### src/rtl/wb_write_queue.sv
`timescale 1ns/1ps
// Writeback queue: merges load and ALU results into one register-file write port.
// Latency: an accepted entry is visible on WE3/A3/WD3 the cycle after acceptance; forwarding is combinational.
// Backpressure: alu_ready drops when only one slot is free and the load side claims it; zero-register requests are always accepted and dropped.
//
// Ports:
//   clk, rst                     clock, asynchronous active-high reset
//   mem_valid/addr/data/ready    load-result request channel (older of a same-cycle pair)
//   alu_valid/addr/data/ready    ALU-result request channel (younger of a same-cycle pair)
//   WE3, A3, WD3                 register file write port, driven from the head entry
//   fwd_addr, fwd_hit, fwd_data  decode-stage forwarding lookup over pending entries
//   count                        number of pending entries, 0..DEPTH

module wb_write_queue #(
  parameter int DEPTH = 4
) (
  input  logic        clk,
  input  logic        rst,
  input  logic        mem_valid,
  input  logic [4:0]  mem_addr,
  input  logic [17:0] mem_data,
  output logic        mem_ready,
  input  logic        alu_valid,
  input  logic [4:0]  alu_addr,
  input  logic [17:0] alu_data,
  output logic        alu_ready,
  output logic        WE3,
  output logic [4:0]  A3,
  output logic [17:0] WD3,
  input  logic [4:0]  fwd_addr,
  output logic        fwd_hit,
  output logic [17:0] fwd_data,
  output logic [4:0]  count
);

  localparam int PW = $clog2(DEPTH);
  typedef logic [PW-1:0] ptr_t;

  // Queue control state (reset) and entry storage (not reset).
  ptr_t        head_q, head_d;
  ptr_t        tail_q, tail_d;
  logic [4:0]  count_q, count_d;
  logic [4:0]  addr_q [DEPTH];
  logic [4:0]  addr_d [DEPTH];
  logic [17:0] data_q [DEPTH];
  logic [17:0] data_d [DEPTH];

  // Per-cycle handshake decisions.
  logic        nonempty;
  logic        pop;
  logic [5:0]  free;
  logic        mem_enq;
  logic        alu_enq;
  logic [1:0]  n_enq;
  ptr_t        alu_slot;
  ptr_t        fwd_idx;

  // Acceptance. The head always retires this cycle when the queue is
  // non-empty, so its slot counts as free for a same-cycle enqueue.
  always_comb begin
    nonempty  = (count_q != 5'd0);
    pop       = nonempty;
    free      = 6'(DEPTH) - {1'b0, count_q} + {5'd0, nonempty};
    mem_ready = (mem_addr == 5'd0) || (free >= 6'd1);
    // With one free slot the load side has priority, since it is the older
    // result and must land in the queue ahead of the ALU result.
    alu_ready = (alu_addr == 5'd0) || (free >= 6'd2) ||
                ((free == 6'd1) && (!mem_valid || (mem_addr == 5'd0)));
    // Writes to r0 are handshaken but discarded; nothing is queued in reset.
    mem_enq   = !rst && mem_valid && mem_ready && (mem_addr != 5'd0);
    alu_enq   = !rst && alu_valid && alu_ready && (alu_addr != 5'd0);
    n_enq     = {1'b0, mem_enq} + {1'b0, alu_enq};
  end

  // Next-state for pointers, occupancy and storage. The ALU entry goes one
  // slot behind the load entry when both are enqueued together.
  always_comb begin
    head_d   = head_q + ptr_t'(pop);
    tail_d   = tail_q + ptr_t'(n_enq);
    alu_slot = tail_q + ptr_t'(mem_enq);
    count_d  = count_q - 5'(pop) + 5'(n_enq);
    addr_d   = addr_q;
    data_d   = data_q;
    if (mem_enq) begin
      addr_d[tail_q] = mem_addr;
      data_d[tail_q] = mem_data;
    end
    if (alu_enq) begin
      addr_d[alu_slot] = alu_addr;
      data_d[alu_slot] = alu_data;
    end
  end

  always_ff @(posedge clk or posedge rst) begin
    if (rst) begin
      head_q  <= '0;
      tail_q  <= '0;
      count_q <= '0;
    end else begin
      head_q  <= head_d;
      tail_q  <= tail_d;
      count_q <= count_d;
    end
  end

  // Storage contents are qualified by count, so they need no reset.
  always_ff @(posedge clk) begin
    addr_q <= addr_d;
    data_q <= data_d;
  end

  // Register file port: head entry, forced to zero when nothing is pending.
  always_comb begin
    WE3 = nonempty;
    A3  = nonempty ? addr_q[head_q] : 5'd0;
    WD3 = nonempty ? data_q[head_q] : 18'd0;
  end

  // Forwarding scans oldest to youngest so the last match wins. The head is
  // included: its register file write only takes effect at the next edge.
  always_comb begin
    fwd_hit  = 1'b0;
    fwd_data = 18'd0;
    fwd_idx  = '0;
    if (fwd_addr != 5'd0) begin
      for (int i = 0; i < DEPTH; i++) begin
        fwd_idx = head_q + ptr_t'(i);
        if ((5'(i) < count_q) && (addr_q[fwd_idx] == fwd_addr)) begin
          fwd_hit  = 1'b1;
          fwd_data = data_q[fwd_idx];
        end
      end
    end
  end

  assign count = count_q;

endmodule

### config.mk
export PLATFORM = sky130hd
export DESIGN_NAME = wb_write_queue
export DESIGN_NICKNAME = d
export VERILOG_FILES = /design/src/rtl/wb_write_queue.sv
export SDC_FILE = /design/constraint.sdc
export NUM_CORES = 1
export LEC_CHECK = 0
export ABC_AREA = 1
export CAP_MARGIN = 20
export CORE_ASPECT_RATIO = 1.4
export CORE_MARGIN = 1.5
export CORE_UTILIZATION = 59
export CTS_CLUSTER_DIAMETER = 60
export DETAILED_ROUTE_END_ITERATION = 7
export GPL_TIMING_DRIVEN = 1
export PLACE_DENSITY_LB_ADDON = 0.1
export SLEW_MARGIN = 30
export SYNTH_ARGS = -nofsm -noshare
export SYNTH_HDL_FRONTEND = slang
export SYNTH_SLANG_ARGS = --single-unit
### constraint.sdc
create_clock -name clk -period 11.26 [get_ports clk]
set_input_delay 2.815 -clock clk [delete_from_list [all_inputs] [get_ports clk]]
set_output_delay 2.815 -clock clk [all_outputs]
set_load 0.01 [all_outputs]
==> results of run 1 <==
power groups by stage:
stage / clock network (mW) / logic [mW] / registers (mW)
global route: 0.324 / 2.87 / 0.787
global placement: 0 / 2.47 / 0.755
detailed placement: 0 / 2.52 / 0.764
floorplan: 0 / 1.83 / 0.665
CTS: 0.306 / 2.54 / 0.757
finish: 0.308 / 2.58 / 0.764
metrics by stage:
step	power, mW	instance area [um^2]	setup WS (ps)	cells
after global placement	3.23	10300	2890	1977
final	3.65	10600	2750	1993
after global routing	3.98	10600	2560	1993
after CTS	3.60	10600	2800	1993
after detailed placement	3.29	10300	2800	1977
after floorplan	2.50	9420	4540	1773
area by class of cell:
class                      count  area [um^2]
timing repair buffer         116         1130
tap                          196          245
sequential                   101         2070
multi-input combinational   1404         6220
clock inverter                 4         32.5
inverter                     160          609
clock buffer                  12          246
fill                        1557         5040
sequential cells by signal (all words and copies together), names as in the netlist:
register	flops
data_q	72
addr_q	20
count	5
head_q	2
tail_q	2
kinds of logic after synthesis:
group,after synthesis
adders and majority gates,15
buffers and inverters,268
DFF,101
muxes,1
xor gates and xnor gates,10
and+or+nand+nor,1045
AOI/OAI and AO/OA,333
synth_stat cells:
cell         n  area (um^2)
nand2_2     16          100
buf_6       12          135
and2_1       1         6.26
inv_1      158          593
nor3_1       3         15.0
nor2_1     347         1300
o21ai_0    292         1460
nor2_4       3         33.8
and3_1       1         6.26
o21ai_1     12         60.1
xor2_1       6         52.6
clkbuf_1    62          233
nand3_2      2         20.0
nand4_1     28          175
nor2_8       2         40.0
or2_2        1         6.26
fa_1         1         20.0
inv_6        1         8.76
nor4_1       1         6.26
nor2_2       2         12.5
buf_1       14         52.6
a21oi_4      1         16.3
o2111ai_1    1         8.76
xnor2_1      4         35.0
buf_2       17         85.1
nand3_1     47          235
nand2_1    590         2210
a21oi_2     11         96.3
dfxtp_1     92         1840
inv_4        1         6.26
buf_4        3         22.5
dfrtp_1      9          225
a21oi_1     13         65.1
o21a_1       2         15.0
mux2i_1      1         10.0
ha_1        14          175
o21bai_1     1         7.51
nand3_4      1         17.5
worst max path at each step:
stage	to	slack (ps)	cells after the start
after floorplan	fwd_data[13]	4540	10
after global placement	fwd_data[1]	2890	10
after detailed placement	fwd_data[0]	2800	10
after CTS	fwd_data[0]	2800	10
after global routing	fwd_data[0]	2560	10
final	fwd_data[0]	2750	10
layer usage:
metal | part of all wire | vias to the layer above | wire (um) | track usage
met3 | 0.060 | 156 | 1900 | 0.0706
met5 | 0 | - | 0 | 0
met4 | 0.11 | 0 | 3600 | 0.377
met1 | 0.34 | 4911 | 10800 | 0.376
li1 | - | 5579 | - | -
met2 | 0.49 | 431 | 15600 | 0.633
==> impl_metrics.csv, run 1 <==
group,metric,value,unit
worst_setup_path,end_kind,"output port",
route,dr_total_vias,11077,
floorplan,ios,105,
synth,seq_area_frac_synth,0.219,
route,first_pass_iters,8,
grt,grt_start_max_net_pins,128,
clock_tree,numCtsBuffers,9,
timing,worstMarginPinSlew,953,ps
clock_tree,post_cts_buffers,0,
final_layout,final_common_cell,"nand2_1",
job,maxCapViolations,0,
synth,syn_area_per_cell,5.31,um^2
floorplan,die_h,152,um
pwr,clockPowerShare,0.084,
clock_tree,clock_path_buffers,2,
final_layout,final_util,0.677,
clock_tree,ctsResizeCount,0,
route,antenna_left,0,
grt,grt_pass1_wl,48500,um
worst_hold_path,hp-class,"flop to flop",
worst_setup_path,cp_slowest_cell,"clkdlybuf4s50_1",
worst_setup_path,crit_family,"buffers and inverters",
pwr,p_sw_frac,0.553,
synth,synth_compound_area_frac,0.184,
final_layout,n_antenna_cell,0,
route,viasPerCell,5.56,
synth,yosys_warnings,0,
worst_setup_path,startpoint,"fwd_addr[0]",
clock_tree,clk_pin_slew,70,ps
pwr,p_switching,2.02,mW
floorplan,rows,54,
synth,ys_ff_latch,101,
synth,synthSimpleGateAreaFrac,0.445,
grt,grt_pass1_vias,9702,
worst_setup_path,critPathKind,"input port to output port",
worst_setup_path,reg2reg_to,"data_q[3]$_DFF_P_",
grt,grtUsageTotal,0.379,
route,wirelength,31900,um
floorplan,dieWidth,110,um
floorplan,start_util,0.603,
route,post_drt_wl_per_cell,16.0,um
synth,synthMuxAreaShare,0.00106,
route,drc,0,
placed_design,place.gp.congestion,0.958,
worst_setup_path,rr_worst_depth,22,
grt,antenna_found_initial,0,
clock_tree,clk_latency,360,ps
synth,synth_area,9420,um^2
timing,clock_skew,14.6,ps
timing,slew_violations,0,
synth,synthCells,1773,
clock_tree,tritoncts,"yes",
pwr,max-vdd-ir-drop,0.000290,V
timing,holdWs,611,ps
timing,grt_setup_unrepaired,"no",
synth,synth_top_family_by_area,"simple AND/OR/NAND/NOR gates",
worst_setup_path,cp_max_fo,20,
pwr,p_leak,5.21,nW
worst_hold_path,hold_end,"tail_q[0]$_DFF_PP0_",
synth,synth-adder-area-share,0.0207,
clock_tree,cts_hold_buffers,0,
worst_hold_path,hold_path_depth,1,
pwr,pwr-share-comb,0.706,
worst_setup_path,r2r-start,"count[2]$_DFF_PP0_",
timing,period_minus_slack,8510,ps
timing,max-slew-margin-rel,0.358,
worst_setup_path,r2r_setup_slack,6280,ps
grt,grt-ovfl-total,0,
synth,synth.distinct_cells,38,
pwr,p_int,1.63,mW
timing,finalSetupViolCount,0,
worst_setup_path,crit_buf_inv,3,
synth,syn_nets,1843,
status,status,"complete, no violations",
worst_hold_path,min_from,"tail_q[0]$_DFF_PP0_",
floorplan,coreArea,15600,um^2
floorplan,die_area,16700,um^2
timing,final_hold_viol_count,0,
pwr,power_density,346,nW/um^2
worst_setup_path,cp_cell_sequence,"clkdlybuf4s50_1, inv_1, nand3_1, nand2_1, nor2_4, nand3_4, a21oi_4, nand2_1, a21oi_1, clkdlybuf4s50_1",
final_layout,areaGrowthSynthToFinish,12.2,%
timing,tns,0,ps
pwr,pwr-share-seq,0.209,
final_layout,layout_common_cells,"nand2_1 (590), nor2_1 (346), o21ai_0 (291), inv_1 (155), clkdlybuf4s50_1 (104)",
worst_setup_path,crit_path_max_incr_delay,590,ps
worst_setup_path,critPathArrivalTime,5700,ps
final_layout,nets,1862,
clock_tree,htreeDepth,3,
clock_tree,clock_sinks,101,
clock_tree,cts_root_buf,"clkbuf_16",
placed_design,dp_hpwl,22600,um
timing,post-route-period-util,0.756,
timing,fmax,0.117,GHz
final_layout,drive_gt1_frac,0.0406,
route,dr.first_iter.drc_count,1057,
placed_design,port_buffers,104,
synth,synth_xor_area_frac,0.00930,
worst_setup_path,worst-endpoint-required,8450,ps
worst_setup_path,cp-start-kind,"input port",
No activity file was read; power rests on OpenSTA's default activity.
==> run 2, diff against run 1 <==
CORE_UTILIZATION = 58   (was 59)
clock period = 8.6 ns   (was 11.26 ns; I/O delays follow)
==> run 2 against run 1 <==
Effect of this change: register-to-register slack worse by 3200 ps; wire length is 3.2% lower; total power increased by 30%; largest power group unchanged.
==> impl_metrics.csv, run 2 (synthesized netlist as in run 1, its figures left out) <==
group,metric,value,unit
route,first_pass_iters,5,
grt,grt_pass1_wl,46900,um
job,maxCapViolations,0,
clock_tree,clock_path_buffers,2,
timing,post-route-period-util,0.837,
route,antenna_left,0,
route,dr.first_iter.drc_count,820,
floorplan,die_area,17000,um^2
clock_tree,cts_root_buf,"clkbuf_16",
route,viasPerCell,5.51,
timing,worst_slack,1400,ps
worst_setup_path,cp-start-kind,"input port",
clock_tree,post_cts_buffers,0,
clock_tree,tritoncts,"yes",
grt,grt-ovfl-total,0,
pwr,p_leak,5.21,nW
clock_tree,clk_pin_slew,80,ps
route,wirelength,30900,um
timing,period_minus_slack,7200,ps
clock_tree,clock_sinks,101,
final_layout,regMostFlops,"data_q",
pwr,max-vdd-ir-drop,0.000390,V
floorplan,dieWidth,111,um
placed_design,dp_hpwl,22200,um
timing,fmax,0.139,GHz
clock_tree,numCtsBuffers,9,
final_layout,n_antenna_cell,0,
timing,finalSetupViolCount,0,
placed_design,place.gp.congestion,0.936,
placed_design,port_buffers,104,
status,status,"complete, no violations",
final_layout,areaGrowthSynthToFinish,12.3,%
final_layout,drive_gt1_frac,0.0412,
route,post_drt_wl_per_cell,15.5,um
floorplan,coreArea,15700,um^2
worst_setup_path,cp_max_fo,20,
final_layout,nFillCells,1569,
clock_tree,cts_hold_buffers,0,
clock_tree,clk_latency,360,ps
placed_design,pre_cts_slack,1450,ps
floorplan,start_util,0.598,
floorplan,ios,105,
clock_tree,ctsResizeCount,0,
final_layout,final_util,0.672,
floorplan,rows,54,
timing,tns,0,ps
clock_tree,htreeDepth,3,
grt,grt_pass1_vias,9565,
final_layout,largest_reg_flops,72,
final_layout,final_common_cell,"nand2_1",
timing,grt_setup_unrepaired,"no",
grt,antenna_found_initial,0,
worst_setup_path,end_kind,"output port",
timing,clock_skew,11.7,ps
timing,final_hold_viol_count,0,
route,drc,0,
grt,grtUsageTotal,0.348,
grt,grt_start_max_net_pins,126,
floorplan,die_h,154,um
pwr,power_density,447,nW/um^2
timing,max-slew-margin-rel,0.333,
final_layout,layout_common_cells,"nand2_1 (590), nor2_1 (346), o21ai_0 (292), inv_1 (154), clkdlybuf4s50_1 (104)",
worst_setup_path,worst-endpoint-required,6450,ps
worst_setup_path,critPathKind,"input port to output port",
timing,slew_violations,0,
timing,worstMarginPinSlew,994,ps
worst_setup_path,r2r_setup_slack,3050,ps
worst_setup_path,critPathArrivalTime,5050,ps
worst_hold_path,hp-class,"flop to flop",
final_layout,nets,1862,
route,dr_total_vias,10972,
==> run 2: cell types whose count changed in the layout (fill, tap and decap cells not counted), sizes merged <==
cell	before	now
clkinv	2	7
clkinvlp	2	0
clkbuf	12	9
==> run 2: metrics by stage <==
| step | std cells | hold slack, ps | power, mW | instance area (um^2) |
|---|---|---|---|---|
| floorplan | 1773 | 488 | 3.27 | 9420 |
| global placement | 1977 | 594 | 4.21 | 10300 |
| detailed placement | 1977 | 601 | 4.28 | 10300 |
| CTS | 1993 | 616 | 4.70 | 10600 |
| global route | 1993 | 655 | 5.15 | 10600 |
| finish | 1993 | 619 | 4.73 | 10600 |
==> run 2: area by class of cell <==
class / instances / area [um^2] / area share
clock buffers: 9 / 225 / 0.0213
multi-input cells: 1404 / 6220 / 0.588
well taps: 196 / 245 / 0.0232
flip-flops and latches: 101 / 2070 / 0.196
clock inverters: 7 / 67.6 / 0.00639
inverters: 160 / 609 / 0.0576
repair buffers: 116 / 1130 / 0.107
==> run 2: report_power, final <==
| group | total [mW] | switching [mW] | internal, mW |
|---|---|---|---|
| combinational | 3.33 | 2.12 | 1.21 |
| sequential | 0.990 | 0.267 | 0.722 |
| clock | 0.412 | 0.208 | 0.204 |
| total | 4.73 | 2.60 | 2.13 |
==> run 2: worst paths after layout <==
path                                          from  cells after the start                   to
worst min-delay path            data_q[28]$_DFF_P_                      4   data_q[28]$_DFF_P_
worst max register to register  count[2]$_DFF_PP0_                     23    data_q[8]$_DFF_P_
max in group asynchronous                      rst                      2  head_q[0]$_DFF_PP0_
min in group asynchronous                      rst                      2  tail_q[0]$_DFF_PP0_
worst max-delay path                   fwd_addr[0]                     10         fwd_data[17]
worst min register to register  data_q[28]$_DFF_P_                      4   data_q[28]$_DFF_P_
==> run 2: critical path: stages <==
cell	delay, ps
clkdlybuf4s50_1	590
inv_1	120
nand3_1	90
nand2_1	90
nor2_4	360
nand3_4	280
a21oi_4	520
nand2_1	130
a21oi_1	150
clkdlybuf4s50_1	550
==> run 2: layer usage <==
metal  GRT usage  vias up  share of wire
met4       0.316        0           0.10
met2       0.638      428           0.50
met5           0        -              0
met1       0.347     4814           0.35
met3      0.0307      145          0.049
li1            -     5585              -
==> run 3, diff against run 2 <==
clock period = 7.45 ns   (was 8.6 ns; I/O delays follow)
==> run 3 against run 2 <==
Effect of this change: clock skew down 0.78 ps; clock power increased by 25%; global-route usage increased by 0.79 points; via count is 0.36% higher; total power rose by 17%; utilization is 0.21 points higher; final area grew 0.32%; cell count hardly changed; flip-flop and latch count is the same; non-clock buffer count up 1; hold slack got worse by 1.4 ps; worst setup slack lost 530 ps.
==> impl_metrics.csv, run 3 (synthesized netlist as in run 1, its figures left out) <==
group,metric,value,unit
worst_setup_path,startpoint,"fwd_addr[0]",
clock_tree,clk_latency,360,ps
placed_design,place.gp.congestion,0.948,
clock_tree,htreeDepth,3,
route,post_drt_wl_per_cell,15.7,um
timing,slew_violations,0,
worst_setup_path,rr_worst_depth,21,
timing,clock_skew,10.9,ps
route,drc,0,
route,first_pass_iters,6,
clock_tree,ctsResizeCount,0,
worst_hold_path,hold_path_depth,4,
grt,grt-ovfl-total,0,
placed_design,dp_hpwl,22200,um
pwr,max-vdd-ir-drop,0.000386,V
timing,worst_slack,877,ps
floorplan,rows,54,
clock_tree,cts_root_buf,"clkbuf_16",
route,antenna_left,0,
route,viasPerCell,5.52,
route,dr.first_iter.drc_count,910,
pwr,p_leak,5.23,nW
grt,grtUsageTotal,0.356,
final_layout,largest_reg_flops,72,
pwr,power_density,520,nW/um^2
final_layout,instances_no_fill,1994,
timing,max-slew-margin-rel,0.330,
timing,tns,0,ps
route,wirelength,31400,um
worst_setup_path,cp_cell_sequence,"clkdlybuf4s50_1, inv_1, nand3_1, nand2_1, nor2_4, nand3_4, a21oi_4, nand2_1, a21oi_1, clkdlybuf4s50_1",
placed_design,port_buffers,104,
clock_tree,clock_sinks,101,
final_layout,n_antenna_cell,0,
timing,grt_setup_unrepaired,"no",
route,dr_total_vias,11012,
worst_hold_path,hp-class,"flop to flop",
grt,grt_start_max_net_pins,130,
job,maxCapViolations,0,
final_layout,nFillCells,1588,
worst_setup_path,critPathKind,"input port to output port",
timing,finalSetupViolCount,0,
status,status,"complete, no violations",
final_layout,final_common_cell,"nand2_1",
floorplan,die_h,154,um
final_layout,drive_gt1_frac,0.0412,
worst_setup_path,critPathArrivalTime,4710,ps
floorplan,ios,105,
placed_design,placed_cells,1978,
final_layout,nets,1863,
floorplan,die_area,17000,um^2
worst_hold_path,min_from,"data_q[28]$_DFF_P_",
floorplan,dieWidth,111,um
worst_setup_path,crit_path_max_incr_delay,580,ps
timing,final_hold_viol_count,0,
timing,worstMarginPinSlew,999,ps
worst_setup_path,crit_buf_inv,3,
worst_setup_path,r2r-start,"count[2]$_DFF_PP0_",
floorplan,coreArea,15700,um^2
floorplan,start_util,0.598,
clock_tree,post_cts_buffers,0,
timing,period_minus_slack,6570,ps
timing,post-route-period-util,0.882,
worst_setup_path,worst-endpoint-required,5590,ps
grt,grt_pass1_wl,47900,um
clock_tree,numCtsBuffers,9,
grt,grt_pass1_vias,9694,
worst_setup_path,cp-start-kind,"input port",
worst_setup_path,cp_slowest_cell,"clkdlybuf4s50_1",
clock_tree,cts_hold_buffers,0,
worst_setup_path,end_kind,"output port",
clock_tree,clk_pin_slew,80,ps
grt,antenna_found_initial,0,
placed_design,dpl_cell_area,10300,um^2
worst_setup_path,cp_max_fo,20,
clock_tree,tritoncts,"yes",
final_layout,final_area,10600,um^2
timing,fmax,0.152,GHz
worst_setup_path,crit_family,"buffers and inverters",
placed_design,pre_cts_slack,929,ps
final_layout,layout_common_cells,"nand2_1 (590), nor2_1 (346), o21ai_0 (292), inv_1 (155), clkdlybuf4s50_1 (104)",
final_layout,regMostFlops,"data_q",
clock_tree,clock_path_buffers,2,
worst_setup_path,cp.depth,10,
final_layout,areaGrowthSynthToFinish,12.7,%
## run 3: cell type report
class / count / area [um^2] / area share
flip-flops and latches: 101 / 2070 / 0.195
multi-input cells: 1404 / 6220 / 0.587
repair buffers: 117 / 1140 / 0.108
well taps: 196 / 245 / 0.0231
clock inverters: 6 / 80.1 / 0.00755
clock buffers: 10 / 239 / 0.0225
inverters: 160 / 609 / 0.0574
## run 3: worst register-to-register path: stages, from the launching register on
cell and delay (ps):
dfrtp_1 430, inv_1 150, ha_1 160, inv_1 70, nor4_2 220, ha_1 230
inv_1 50, ha_1 160, inv_1 80, o2111ai_1 110, nor2_1 250, nand2_1 90
nand2_1 70, buf_4 360, clkinv_2 150, ha_1 220, xnor2_1 160, nand4_1 110
buf_4 380, clkinv_1 900, nor2_1 340, nor2_1 60
## run 3: path summary, 6_finish.rpt
kind,endpoint,slack (ps)
setup reg to reg,data_q[39]$_DFF_P_,2590
max in group asynchronous,head_q[0]$_DFF_PP0_,5240
hold / removal,data_q[28]$_DFF_P_,620
min in group asynchronous,tail_q[0]$_DFF_PP0_,1840
hold reg to reg,data_q[28]$_DFF_P_,620
setup / recovery,fwd_data[17],880
## run 3: where the power goes
part           leakage [nW]  switching, mW  internal, mW
Sequential            0.878          0.306         0.834
Clock                 0.152          0.238         0.276
Combinational          4.20           2.47          1.40
## run 3: per-layer routing
layer  vias to the layer above  GRT usage  part of all wire
met1                      4872      0.364              0.35
met3                       138     0.0414             0.054
met5                         -          0                 0
met2                       422      0.621              0.50
met4                         0      0.350              0.11
li1                       5580          -                 -
## run 3: per-stage QoR
stage	util	hold slack, ps	total power [mW]
after global placement	0.653	591	4.86
after CTS	0.674	616	5.47
after global routing	0.674	646	6.02
final	0.674	618	5.52
after floorplan	-	488	3.78
after detailed placement	0.653	599	4.95
